==> config.mk <==
export PLATFORM = sky130hd
export DESIGN_NAME = icache_fill_ctrl
export DESIGN_NICKNAME = d
export VERILOG_FILES = /design/src/rtl/icache_pkg.sv /design/src/rtl/icache_fill_ctrl_prio_pick.sv /design/src/rtl/icache_fill_ctrl.sv
export SDC_FILE = /design/constraint.sdc
export NUM_CORES = 1
export LEC_CHECK = 0
export CAP_MARGIN = 10
export CORE_AREA = 5 5 137 139
export DETAILED_ROUTE_END_ITERATION = 16
export DIE_AREA = 0 0 142 144
export GPL_TIMING_DRIVEN = 0
export PLACE_DENSITY = 0.76
export SLEW_MARGIN = 20
export SYNTH_ARGS = -nofsm -noshare
export SYNTH_HDL_FRONTEND = slang
export SYNTH_SLANG_ARGS = --single-unit
==> constraint.sdc <==
create_clock -name clock -period 4.7 [get_ports clock]
set_clock_uncertainty 0.05 [all_clocks]
set_input_delay 0.94 -clock clock [delete_from_list [all_inputs] [get_ports clock]]
set_output_delay 0.94 -clock clock [all_outputs]
set_load 0.02 [all_outputs]
==> src/rtl/icache_pkg.sv <==
// rtl/icache_pkg.sv - shared types and constants for the instruction-cache fill controller
package icache_pkg;

  localparam int ICACHE_IDX_W = 5;
  localparam int ICACHE_TAG_W = 8;
  localparam int ICACHE_BLK_W = 13;

  // Storage width for memory transaction tags. MEM_TAG_W must not exceed this.
  localparam int MSHR_MTAG_W  = 8;

  typedef enum logic [1:0] {
    BUS_NONE = 2'd0,
    BUS_LOAD = 2'd1
  } bus_cmd_t;

  typedef enum logic [1:0] {
    MSHR_INVALID    = 2'd0,
    MSHR_WAIT_ISSUE = 2'd1,
    MSHR_WAIT_DATA  = 2'd2
  } mshr_state_t;

  typedef struct packed {
    mshr_state_t             state;
    logic [ICACHE_BLK_W-1:0] blk;
    logic [MSHR_MTAG_W-1:0]  mtag;
  } mshr_entry_t;

  // Block number to block-aligned byte address on the memory bus.
  function automatic logic [31:0] blk_addr(input logic [ICACHE_BLK_W-1:0] blk);
    return {16'b0, blk, 3'b0};
  endfunction

endpackage

==> src/rtl/icache_fill_ctrl_prio_pick.sv <==
// rtl/icache_fill_ctrl_prio_pick.sv - lowest-index one-hot picker
module prio_pick #(
  parameter int N = 4
) (
  input  logic [N-1:0] req_i,
  output logic [N-1:0] gnt_o,
  output logic         any_o
);

  // Two's-complement trick isolates the lowest set request bit.
  assign gnt_o = req_i & (~req_i + {{(N-1){1'b0}}, 1'b1});
  assign any_o = |req_i;

endmodule

==> src/rtl/icache_fill_ctrl.sv <==
// rtl/icache_fill_ctrl.sv - icache miss/line-fill controller with MSHR table; optional ICACHE_PREFETCH_NEXT_EN
module icache_fill_ctrl
  import icache_pkg::*;
#(
  parameter int MSHR_DEPTH = 4,
  parameter int MEM_TAG_W  = 4
) (
  input  logic                    clock,
  input  logic                    reset,
  input  logic                    req_valid,
  input  logic [31:0]             req_addr,
  input  logic                    rd_valid,
  output logic [1:0]              proc2mem_command,
  output logic [31:0]             proc2mem_addr,
  input  logic [MEM_TAG_W-1:0]    mem2proc_response,
  input  logic [63:0]             mem2proc_data,
  input  logic [MEM_TAG_W-1:0]    mem2proc_tag,
  output logic                    wr_en,
  output logic [ICACHE_IDX_W-1:0] wr_idx,
  output logic [ICACHE_TAG_W-1:0] wr_tag,
  output logic [63:0]             wr_data,
  output logic                    mshr_full
);

  mshr_entry_t mshr_q [MSHR_DEPTH];
  mshr_entry_t mshr_d [MSHR_DEPTH];

  logic [ICACHE_BLK_W-1:0] req_blk;
  logic                    miss;
  logic                    alloc_en;
  logic                    accept;
  logic                    full_d;
  logic [MSHR_DEPTH-1:0]   free_vec;
  logic [MSHR_DEPTH-1:0]   issue_vec;
  logic [MSHR_DEPTH-1:0]   match_vec;
  logic [MSHR_DEPTH-1:0]   fill_vec;
  logic [MSHR_DEPTH-1:0]   alloc_oh;
  logic [MSHR_DEPTH-1:0]   issue_oh;
  logic [MSHR_DEPTH-1:0]   pf_oh;
  logic                    free_any;
  logic                    issue_any;
  logic [ICACHE_BLK_W-1:0] fill_blk;
  logic [ICACHE_BLK_W-1:0] issue_blk;
  logic [ICACHE_BLK_W-1:0] pf_blk;
  logic                    unused_addr;

  assign req_blk     = req_addr[15:3];
  assign unused_addr = ^{req_addr[31:16], req_addr[2:0]};
  assign miss        = req_valid && !rd_valid;
  assign accept      = mem2proc_response != '0;

  // Per-entry status vectors; entries being filled this cycle still count as matches.
  always_comb begin
    for (int i = 0; i < MSHR_DEPTH; i++) begin
      free_vec[i]  = mshr_q[i].state == MSHR_INVALID;
      issue_vec[i] = mshr_q[i].state == MSHR_WAIT_ISSUE;
      match_vec[i] = (mshr_q[i].state != MSHR_INVALID) && (mshr_q[i].blk == req_blk);
      fill_vec[i]  = (mem2proc_tag != '0) && (mshr_q[i].state == MSHR_WAIT_DATA) &&
                     (mshr_q[i].mtag == MSHR_MTAG_W'(mem2proc_tag));
    end
  end

  prio_pick #(.N(MSHR_DEPTH)) u_pick_free (
    .req_i (free_vec),
    .gnt_o (alloc_oh),
    .any_o (free_any)
  );

  prio_pick #(.N(MSHR_DEPTH)) u_pick_issue (
    .req_i (issue_vec),
    .gnt_o (issue_oh),
    .any_o (issue_any)
  );

  assign alloc_en = miss && !(|match_vec) && free_any;

`ifdef ICACHE_PREFETCH_NEXT_EN
  logic [MSHR_DEPTH-1:0] pf_gnt;
  logic [MSHR_DEPTH-1:0] pf_match_vec;
  logic                  pf_free_any;

  // 13-bit wrap lets the idx carry roll into the tag naturally.
  assign pf_blk = req_blk + ICACHE_BLK_W'(1);

  prio_pick #(.N(MSHR_DEPTH)) u_pick_pf (
    .req_i (free_vec & ~alloc_oh),
    .gnt_o (pf_gnt),
    .any_o (pf_free_any)
  );

  // Next-block pending check against the same occupied entries as the demand dedup.
  always_comb begin
    for (int i = 0; i < MSHR_DEPTH; i++) begin
      pf_match_vec[i] = (mshr_q[i].state != MSHR_INVALID) && (mshr_q[i].blk == pf_blk);
    end
  end

  assign pf_oh = (alloc_en && pf_free_any && !(|pf_match_vec)) ? pf_gnt : '0;
`else
  assign pf_blk = '0;
  assign pf_oh  = '0;
`endif

  // Next-state: fill, issue acceptance and allocation act on disjoint entries.
  always_comb begin
    full_d = 1'b1;
    for (int i = 0; i < MSHR_DEPTH; i++) begin
      mshr_d[i] = mshr_q[i];
      if (fill_vec[i]) begin
        mshr_d[i].state = MSHR_INVALID;
      end
      if (issue_oh[i] && accept) begin
        mshr_d[i].state = MSHR_WAIT_DATA;
        mshr_d[i].mtag  = MSHR_MTAG_W'(mem2proc_response);
      end
      if (alloc_en && alloc_oh[i]) begin
        mshr_d[i].state = MSHR_WAIT_ISSUE;
        mshr_d[i].blk   = req_blk;
      end
      if (pf_oh[i]) begin
        mshr_d[i].state = MSHR_WAIT_ISSUE;
        mshr_d[i].blk   = pf_blk;
      end
      if (mshr_d[i].state == MSHR_INVALID) begin
        full_d = 1'b0;
      end
    end
  end

  // Block of the entry being filled (at most one matches a given tag).
  always_comb begin
    fill_blk = '0;
    for (int i = 0; i < MSHR_DEPTH; i++) begin
      if (fill_vec[i]) begin
        fill_blk = fill_blk | mshr_q[i].blk;
      end
    end
  end

  // Memory command driven from registered state of the selected issue entry.
  always_comb begin
    issue_blk = '0;
    for (int i = 0; i < MSHR_DEPTH; i++) begin
      if (issue_oh[i]) begin
        issue_blk = issue_blk | mshr_q[i].blk;
      end
    end
    proc2mem_command = issue_any ? BUS_LOAD : BUS_NONE;
    proc2mem_addr    = issue_any ? blk_addr(issue_blk) : 32'd0;
  end

  // Entry table, store write port and full flag registers.
  always_ff @(posedge clock or negedge reset) begin
    if (!reset) begin
      for (int i = 0; i < MSHR_DEPTH; i++) begin
        mshr_q[i] <= '0;
      end
      wr_en     <= 1'b0;
      wr_idx    <= '0;
      wr_tag    <= '0;
      wr_data   <= '0;
      mshr_full <= 1'b0;
    end else begin
      for (int i = 0; i < MSHR_DEPTH; i++) begin
        mshr_q[i] <= mshr_d[i];
      end
      wr_en <= |fill_vec;
      if (|fill_vec) begin
        wr_idx  <= fill_blk[ICACHE_IDX_W-1:0];
        wr_tag  <= fill_blk[ICACHE_BLK_W-1:ICACHE_IDX_W];
        wr_data <= mem2proc_data;
      end
      mshr_full <= full_d;
    end
  end

endmodule

After elaboration in Yosys (flattened, before gate mapping)
Cells that the tools add are included.
{"block": "classes", "magnitude_cmp": 0, "shift": 0, "n_bitwise": 10, "n_mux": 26, "add_sub_neg": 2, "mul": 0, "eq_ne": 16, "reduce_logical": 43, "div": 0}
{"op": "$mux 13", "n": 8}
{"op": "$or 13x13->13", "n": 6}
{"op": "$mux 15", "n": 4}
{"op": "$eq 13x13->1", "n": 4}
{"op": "$logic_and 1x1->1", "n": 23}
{"op": "$eq 4x4->1", "n": 4}
{"op": "$logic_not 2->1", "n": 8}
{"op": "$mux 16", "n": 1}
{"op": "$mux 2", "n": 8}
{"op": "$reduce_or 4->1", "n": 4}
{"op": "$add 4x1->4 const B", "n": 2}
{"op": "$and 4x4->4", "n": 2}
{"op": "$eq 2x1->1 const B", "n": 4}
{"op": "$eq 2x2->1 const B", "n": 4}
{"op": "$not 4->4", "n": 2}
{"op": "$reduce_bool 2->1", "n": 4}
{"op": "$reduce_bool 4->1", "n": 2}
{"op": "$mux 1", "n": 5}
{"op": "$logic_not 1->1", "n": 2}
{"block": "word_totals", "memories": 0, "rom_bits": 0, "latchBits": 0, "in_bits": 108, "ramBits": 0, "elab_cells": 114, "out_inout_bits": 113, "ff_bits": 155}

Longest topological paths before layout
{"block": "logic_depth", "word_depth": 13, "mapped_depth": 10, "depth_no_buf": 7}

By module
Synthesis repeated with hierarchy kept, for this count alone.
{"block": "hier_totals", "cells_unflattened": 602, "area_unflattened_um2": 7790.0}
{"module": "icache_fill_ctrl", "seq_area_each_um2": 3878.7, "instances": 1, "area_each_um2": 7714.9, "cells_each": 592}
{"module": "prio_pick", "seq_area_each_um2": 0.0, "instances": 2, "area_each_um2": 37.5, "cells_each": 5}

Least setup slack after synthesis
Ideal clock, no wire load.
{"block": "synth_path", "path_type": "register to output", "startpoint": "register mshr_q[68] in the netlist's numbering", "endpoint": "output port proc2mem_addr[14]", "arrival_time_ns": 1.996, "t_required_ns": 3.710, "stages_incl_launch_ff": 7, "path_slack_ns": 1.714, "path_buffers": 1, "cell_sequence": "dfrtp_1 nand2b_1 o21ai_0 nor3b_1 clkbuf_1 a222oi_1 a21oi_1"}
{"block": "synth_via", "elab_chain_len": 10, "word_cells_on_any_way": 11, "classes_between": "add/sub (1); eq/ne (1); mux (4); bitwise (4); reduce/logical (1)"}
{"element": "start, declared", "line_no": "icache_fill_ctrl.sv:25", "source": "mshr_entry_t mshr_q [MSHR_DEPTH];"}
{"element": "start signal, assigned by index", "line_no": "icache_fill_ctrl.sv:165", "source": "mshr_q[i] <= mshr_d[i];"}
{"element": "$eq 2x1->1 *", "line_no": "icache_fill_ctrl.sv:56", "source": "issue_vec[i] = mshr_q[i].state == MSHR_WAIT_ISSUE;"}
{"element": "$not 4->4", "line_no": "icache_fill_ctrl_prio_pick.sv:11", "source": "assign gnt_o = req_i & (~req_i + {{(N-1){1'b0}}, 1'b1});"}
{"element": "$add 4x1->4", "line_no": "icache_fill_ctrl_prio_pick.sv:11"}
{"element": "$and 4x4->4", "line_no": "icache_fill_ctrl_prio_pick.sv:11"}
{"element": "$mux 13", "line_no": "icache_fill_ctrl.sv:144", "source": "if (issue_oh[i]) begin"}
{"element": "$or 13x13->13", "line_no": "icache_fill_ctrl.sv:145", "source": "issue_blk = issue_blk | mshr_q[i].blk;"}
{"element": "$mux 13", "line_no": "icache_fill_ctrl.sv:144"}
{"element": "$or 13x13->13", "line_no": "icache_fill_ctrl.sv:145"}
{"element": "$mux 13", "line_no": "icache_fill_ctrl.sv:144"}
{"element": "$mux 16 *", "line_no": "icache_fill_ctrl.sv:149", "source": "proc2mem_addr = issue_any ? blk_addr(issue_blk) : 32'd0;"}
{"element": "end, declared", "line_no": "icache_fill_ctrl.sv:14", "source": "output logic [31:0] proc2mem_addr,"}
Mark *: on every way between the ends. The rest lies on a longest branch, timed or not.

Worst setup path in the final report
{"block": "layout_path", "startpoint": "register mshr_q[90] in the netlist's numbering", "endpoint": "output port proc2mem_addr[3]"}
{"block": "layout_via", "elab_chain_len": 12, "word_cells_on_any_way": 13, "classes_between": "add/sub (1); eq/ne (1); mux (5); bitwise (5); reduce/logical (1)"}
{"element": "$eq 2x1->1 *", "line_no": "icache_fill_ctrl.sv:56"}
{"element": "$not 4->4", "line_no": "icache_fill_ctrl_prio_pick.sv:11"}
{"element": "$add 4x1->4", "line_no": "icache_fill_ctrl_prio_pick.sv:11"}
{"element": "$and 4x4->4", "line_no": "icache_fill_ctrl_prio_pick.sv:11"}
{"element": "$mux 13", "line_no": "icache_fill_ctrl.sv:144"}
{"element": "$or 13x13->13", "line_no": "icache_fill_ctrl.sv:145"}
{"element": "$mux 13", "line_no": "icache_fill_ctrl.sv:144"}
{"element": "$or 13x13->13", "line_no": "icache_fill_ctrl.sv:145"}
{"element": "$mux 13", "line_no": "icache_fill_ctrl.sv:144"}
{"element": "$or 13x13->13", "line_no": "icache_fill_ctrl.sv:145"}
{"element": "$mux 13", "line_no": "icache_fill_ctrl.sv:144"}
{"element": "$mux 16 *", "line_no": "icache_fill_ctrl.sv:149"}
Marks and branches as above.

==> flow_results.xml <==
<?xml version="1.0" encoding="UTF-8"?>
<metrics>
  <group name="timing">
    <metric name="slew_headroom" unit="%">29.11</metric>
    <metric name="period_minus_slack" unit="ns">4.545</metric>
    <metric name="max_slew.worst_pin.slew" unit="ns">1.055</metric>
    <metric name="slew_viol_final" unit="">0</metric>
    <metric name="timing.setup.tns" unit="ns">0</metric>
    <metric name="grt_setup_unrepaired" unit="">no</metric>
    <metric name="finalHoldViolations" unit="">0</metric>
    <metric name="setup_viol_count_final" unit="">0</metric>
    <metric name="setup_ws" unit="ns">0.1550</metric>
    <metric name="fin_crit_sh" unit="%">96.70</metric>
    <metric name="timing.fmax" unit="MHz">220.0</metric>
  </group>
  <group name="synthesis">
    <metric name="synth_enable_flop_cells" unit="">0</metric>
    <metric name="synth_most_common_cell" unit="">sky130_fd_sc_hd__dfrtp_1</metric>
    <metric name="synth_seq_cells" unit="">155</metric>
    <metric name="synth_warnings" unit="">0</metric>
    <metric name="syn_area_per_cell" unit="µm²">12.91</metric>
    <metric name="syn-cell-area" unit="mm²">0.007707</metric>
    <metric name="synth_top_flop_cell" unit="">sky130_fd_sc_hd__dfrtp_1</metric>
    <metric name="syn-instance-count" unit="">597</metric>
    <metric name="synth_cell_type_count" unit="">41</metric>
    <metric name="synth_top_cells_by_area" unit="">sky130_fd_sc_hd__dfrtp_1 (50%), sky130_fd_sc_hd__mux2_4 (12%), sky130_fd_sc_hd__mux2_1 (7.9%)</metric>
    <metric name="asyncSetResetFlopFracSynth" unit="%">100.0</metric>
    <metric name="synth_common_cells" unit="">sky130_fd_sc_hd__dfrtp_1 (155), sky130_fd_sc_hd__mux2_4 (62), sky130_fd_sc_hd__xor2_1 (58)</metric>
    <metric name="synth_top_area_share" unit="%">50.32</metric>
    <metric name="synth_area_leader_cell" unit="">sky130_fd_sc_hd__dfrtp_1</metric>
    <metric name="synth-seq-area-share" unit="%">50.32</metric>
  </group>
  <group name="setup_path">
    <metric name="worst-path-max-fanout" unit="">10</metric>
    <metric name="worst_path_most_repeated_cell" unit="">sky130_fd_sc_hd__nor2_1</metric>
    <metric name="sort_of_element_at_the_start_of_the_critical_path" unit="">flop</metric>
    <metric name="timing.critical_path.cells" unit="">inv_1 -&gt; nor2_1 -&gt; nor2_1 -&gt; clkbuf_1 -&gt; a222oi_1 -&gt; nand2_1 -&gt; clkdlybuf4s50_1</metric>
    <metric name="crit_type" unit="">flop to primary output</metric>
    <metric name="timing.critical_path.slowest_cell_delay" unit="ns">0.70</metric>
    <metric name="crit_path_end_kind" unit="">primary output</metric>
    <metric name="worstPathArrival" unit="ns">3.56</metric>
    <metric name="critPathSlowestCell" unit="">sky130_fd_sc_hd__nor2_1</metric>
    <metric name="timing.critical_path.required" unit="ns">3.71</metric>
  </group>
  <group name="drt">
    <metric name="first_pass_iteration_count_of_the_detailed_router" unit="">7</metric>
    <metric name="starting_drt_drc_count" unit="">505</metric>
    <metric name="route.vias.total" unit="">5668</metric>
    <metric name="ant_nets" unit="">0</metric>
    <metric name="route.detailed.wl_per_inst" unit="µm">21.22</metric>
    <metric name="post_drt_via_cell_ratio" unit="">5.434</metric>
    <metric name="detail_route.drc_violations" unit="">0</metric>
    <metric name="routed_wirelength" unit="µm">22130</metric>
  </group>
  <group name="clocking">
    <metric name="cts_post_setup_buffers_inserted" unit="">0</metric>
    <metric name="cts_num_sinks" unit="">155</metric>
    <metric name="cts_root_buf" unit="">sky130_fd_sc_hd__clkbuf_16</metric>
    <metric name="cts_tree" unit="">yes</metric>
    <metric name="clock_tree.buffer_depth" unit="">2</metric>
    <metric name="insertion_delay" unit="ns">0.42</metric>
    <metric name="cts-buffers-inserted" unit="">17</metric>
    <metric name="h-tree-depth" unit="">4</metric>
    <metric name="clk_pin_slew" unit="ns">0.06</metric>
  </group>
  <group name="power">
    <metric name="switchingPower" unit="mW">2.849</metric>
    <metric name="switching_share" unit="%">37.36</metric>
    <metric name="p_int" unit="mW">4.778</metric>
    <metric name="share_clk_of_total_power" unit="%">18.1</metric>
    <metric name="static-leakage-power" unit="nW">4.560</metric>
    <metric name="flop_pwr_share" unit="%">33.8</metric>
    <metric name="ir_worst_vdd" unit="mV">0.3233</metric>
    <metric name="post-layout-total-power" unit="mW">7.627</metric>
    <metric name="power.density" unit="mW/mm²">736.3</metric>
    <metric name="share_comb_of_total_power" unit="%">48.1</metric>
  </group>
  <group name="floorplanning">
    <metric name="start_util" unit="%">43.96</metric>
    <metric name="row_count" unit="">49</metric>
    <metric name="top_level_ports" unit="">221</metric>
    <metric name="floorplan.die.width" unit="µm">142</metric>
    <metric name="placeableCoreArea" unit="mm²">0.01753</metric>
    <metric name="fp.dieArea" unit="mm²">0.02045</metric>
    <metric name="die_y" unit="µm">144</metric>
  </group>
  <group name="global_routing">
    <metric name="pin_count_of_the_biggest_net_entering_global_routing" unit="">81</metric>
    <metric name="wire_length_of_the_first_global_routing_pass" unit="µm">33590</metric>
    <metric name="antenna_found_initial" unit="">0</metric>
    <metric name="number_of_global_route_vias_before_repair" unit="">5747</metric>
    <metric name="gr-total-overflow" unit="">0</metric>
    <metric name="gr-usage-all-layers" unit="%">21.67</metric>
  </group>
  <group name="placed_design">
    <metric name="buffer_ports.inserted" unit="">164</metric>
    <metric name="place_area" unit="mm²">0.009756</metric>
    <metric name="post-place-cells" unit="">1011</metric>
    <metric name="detailedPlace.worstSlack" unit="ns">0.5008</metric>
    <metric name="routabilityCongestion" unit="">0.8758</metric>
    <metric name="place.detailed.hpwl" unit="µm">15760</metric>
  </group>
  <group name="cells_and_area">
    <metric name="finish.net_count" unit="">909</metric>
    <metric name="seq_area" unit="mm²">0.003879</metric>
    <metric name="finalNonFillerCells" unit="">1043</metric>
    <metric name="design_area" unit="mm²">0.01036</metric>
    <metric name="final_layout_size_suffix_gt1_share" unit="%">20.27</metric>
    <metric name="syn2layout_area_growth" unit="%">34.38</metric>
    <metric name="diodes" unit="">0</metric>
    <metric name="filler_cell_count" unit="">1438</metric>
    <metric name="multi_input_comb_area" unit="mm²">0.003438</metric>
  </group>
  <group name="worst_hold_path">
    <metric name="hold_class" unit="">flop to flop</metric>
  </group>
  <group name="flow_run">
    <metric name="max_capacitance_violation_total" unit="">0</metric>
  </group>
  <group name="run_status">
    <metric name="run_status" unit="">complete, no violations</metric>
  </group>
</metrics>
[routing by layer]
layer	up-vias	wire length, µm	GRT usage [%]
li1	2531	-	-
met1	2810	9138	27.87
met2	293	10730	35.88
met3	34	1805	5.258
met4	0	454	7.778
met5	-	0	0
[worst max-delay path: cells and delay by family, from the launching register on]
family | cells | cell delay (ns)
AO/OA/AOI/OAI | 1 | 0.31
buffers and inverters | 3 | 1.09
flip-flops | 1 | 0.40
AND/OR/NAND/NOR | 3 | 1.32
[flip-flops by register name, indices dropped and copies added (netlist names)]
name,cells
wr_tag,8
mshr_q,76
wr_idx,5
wr_en,1
wr_data,64
mshr_full,1
[logic make-up after synthesis]
kind of cell | Yosys count | synth area share (%)
xor+xnor | 64 | 7.273
flops | 155 | 50.32
compound gates | 95 | 9.416
other cells | 1 | 0.04865
simple gates | 97 | 6.786
mux | 116 | 19.97
buf+inv | 69 | 6.185
[through the flow]
step           hold slack [ns]  util [%]
6_report                0.4427     59.07
5_1_grt                 0.4687     59.07
4_1_cts                 0.4463     59.07
3_5_place_dp            0.4288     55.64
3_3_place_gp            0.4190     55.36
2_1_floorplan           0.4350         -
[layout by cell type, fill, tap and decap left out, types with 3 or more instances in the layout]
cell type	n
sky130_fd_sc_hd__a31oi_1	13
sky130_fd_sc_hd__mux2_4	62
sky130_fd_sc_hd__nor4_1	11
sky130_fd_sc_hd__buf_6	14
sky130_fd_sc_hd__clkbuf_8	4
sky130_fd_sc_hd__dfrtp_1	155
sky130_fd_sc_hd__o21ai_0	5
sky130_fd_sc_hd__mux2_1	54
sky130_fd_sc_hd__or3_1	3
sky130_fd_sc_hd__buf_4	24
sky130_fd_sc_hd__nand2_1	35
sky130_fd_sc_hd__buf_2	19
sky130_fd_sc_hd__conb_1	20
sky130_fd_sc_hd__clkbuf_1	9
sky130_fd_sc_hd__a21oi_1	12
sky130_fd_sc_hd__a22oi_1	26
sky130_fd_sc_hd__clkinvlp_4	3
sky130_fd_sc_hd__or4_1	4
sky130_fd_sc_hd__a222oi_1	13
sky130_fd_sc_hd__nor2_1	23
sky130_fd_sc_hd__xor2_1	58
sky130_fd_sc_hd__clkdlybuf4s50_1	163
sky130_fd_sc_hd__inv_1	6
sky130_fd_sc_hd__nor3_1	4
sky130_fd_sc_hd__xnor2_1	6
sky130_fd_sc_hd__a22o_1	17
sky130_fd_sc_hd__nand4_1	4
sky130_fd_sc_hd__clkbuf_16	17
[what timing repair did]
| item | 4_1_cts | 5_1_grt |
|---|---|---|
| setup endpoints to repair | 3 | 0 |
| hold buffers | 0 | 0 |
| gates resized for setup | 1 | 0 |
[final timing paths]
path / from / end / slack [ns] / cells after the start
setup / recovery: mshr_q[90] / proc2mem_addr[3] / 0.15 / 7
hold reg to reg: wr_data[63] / wr_data[63] / 0.44 / 1
setup reg to reg: mshr_q[37] / mshr_q[85] / 1.84 / 8
hold / removal: wr_data[63] / wr_data[63] / 0.44 / 1
max in group asynchronous: reset / mshr_q[0] / 3.32 / 2
min in group asynchronous: reset / wr_data[44] / 0.47 / 1
[final cells by class]
class	instances	area share [%]
flip-flops and latches	155	37.45
multi-input cells	392	33.20
inverters	6	0.2174
clock buffers	23	4.711
repair buffers	166	16.21
well taps	229	2.766
clock inverters	9	1.063
plain buffers	63	4.385
[power by group through the flow]
stage,clock network (mW),logic (mW),registers [mW]
after floorplan,0,1.84,2.90
after global placement,0,3.61,2.55
after detailed placement,0,3.66,2.58
after CTS,1.41,3.69,2.56
after global routing,1.46,3.89,2.66
final,1.38,3.67,2.58
No activity file was read; power rests on OpenSTA's default activity.
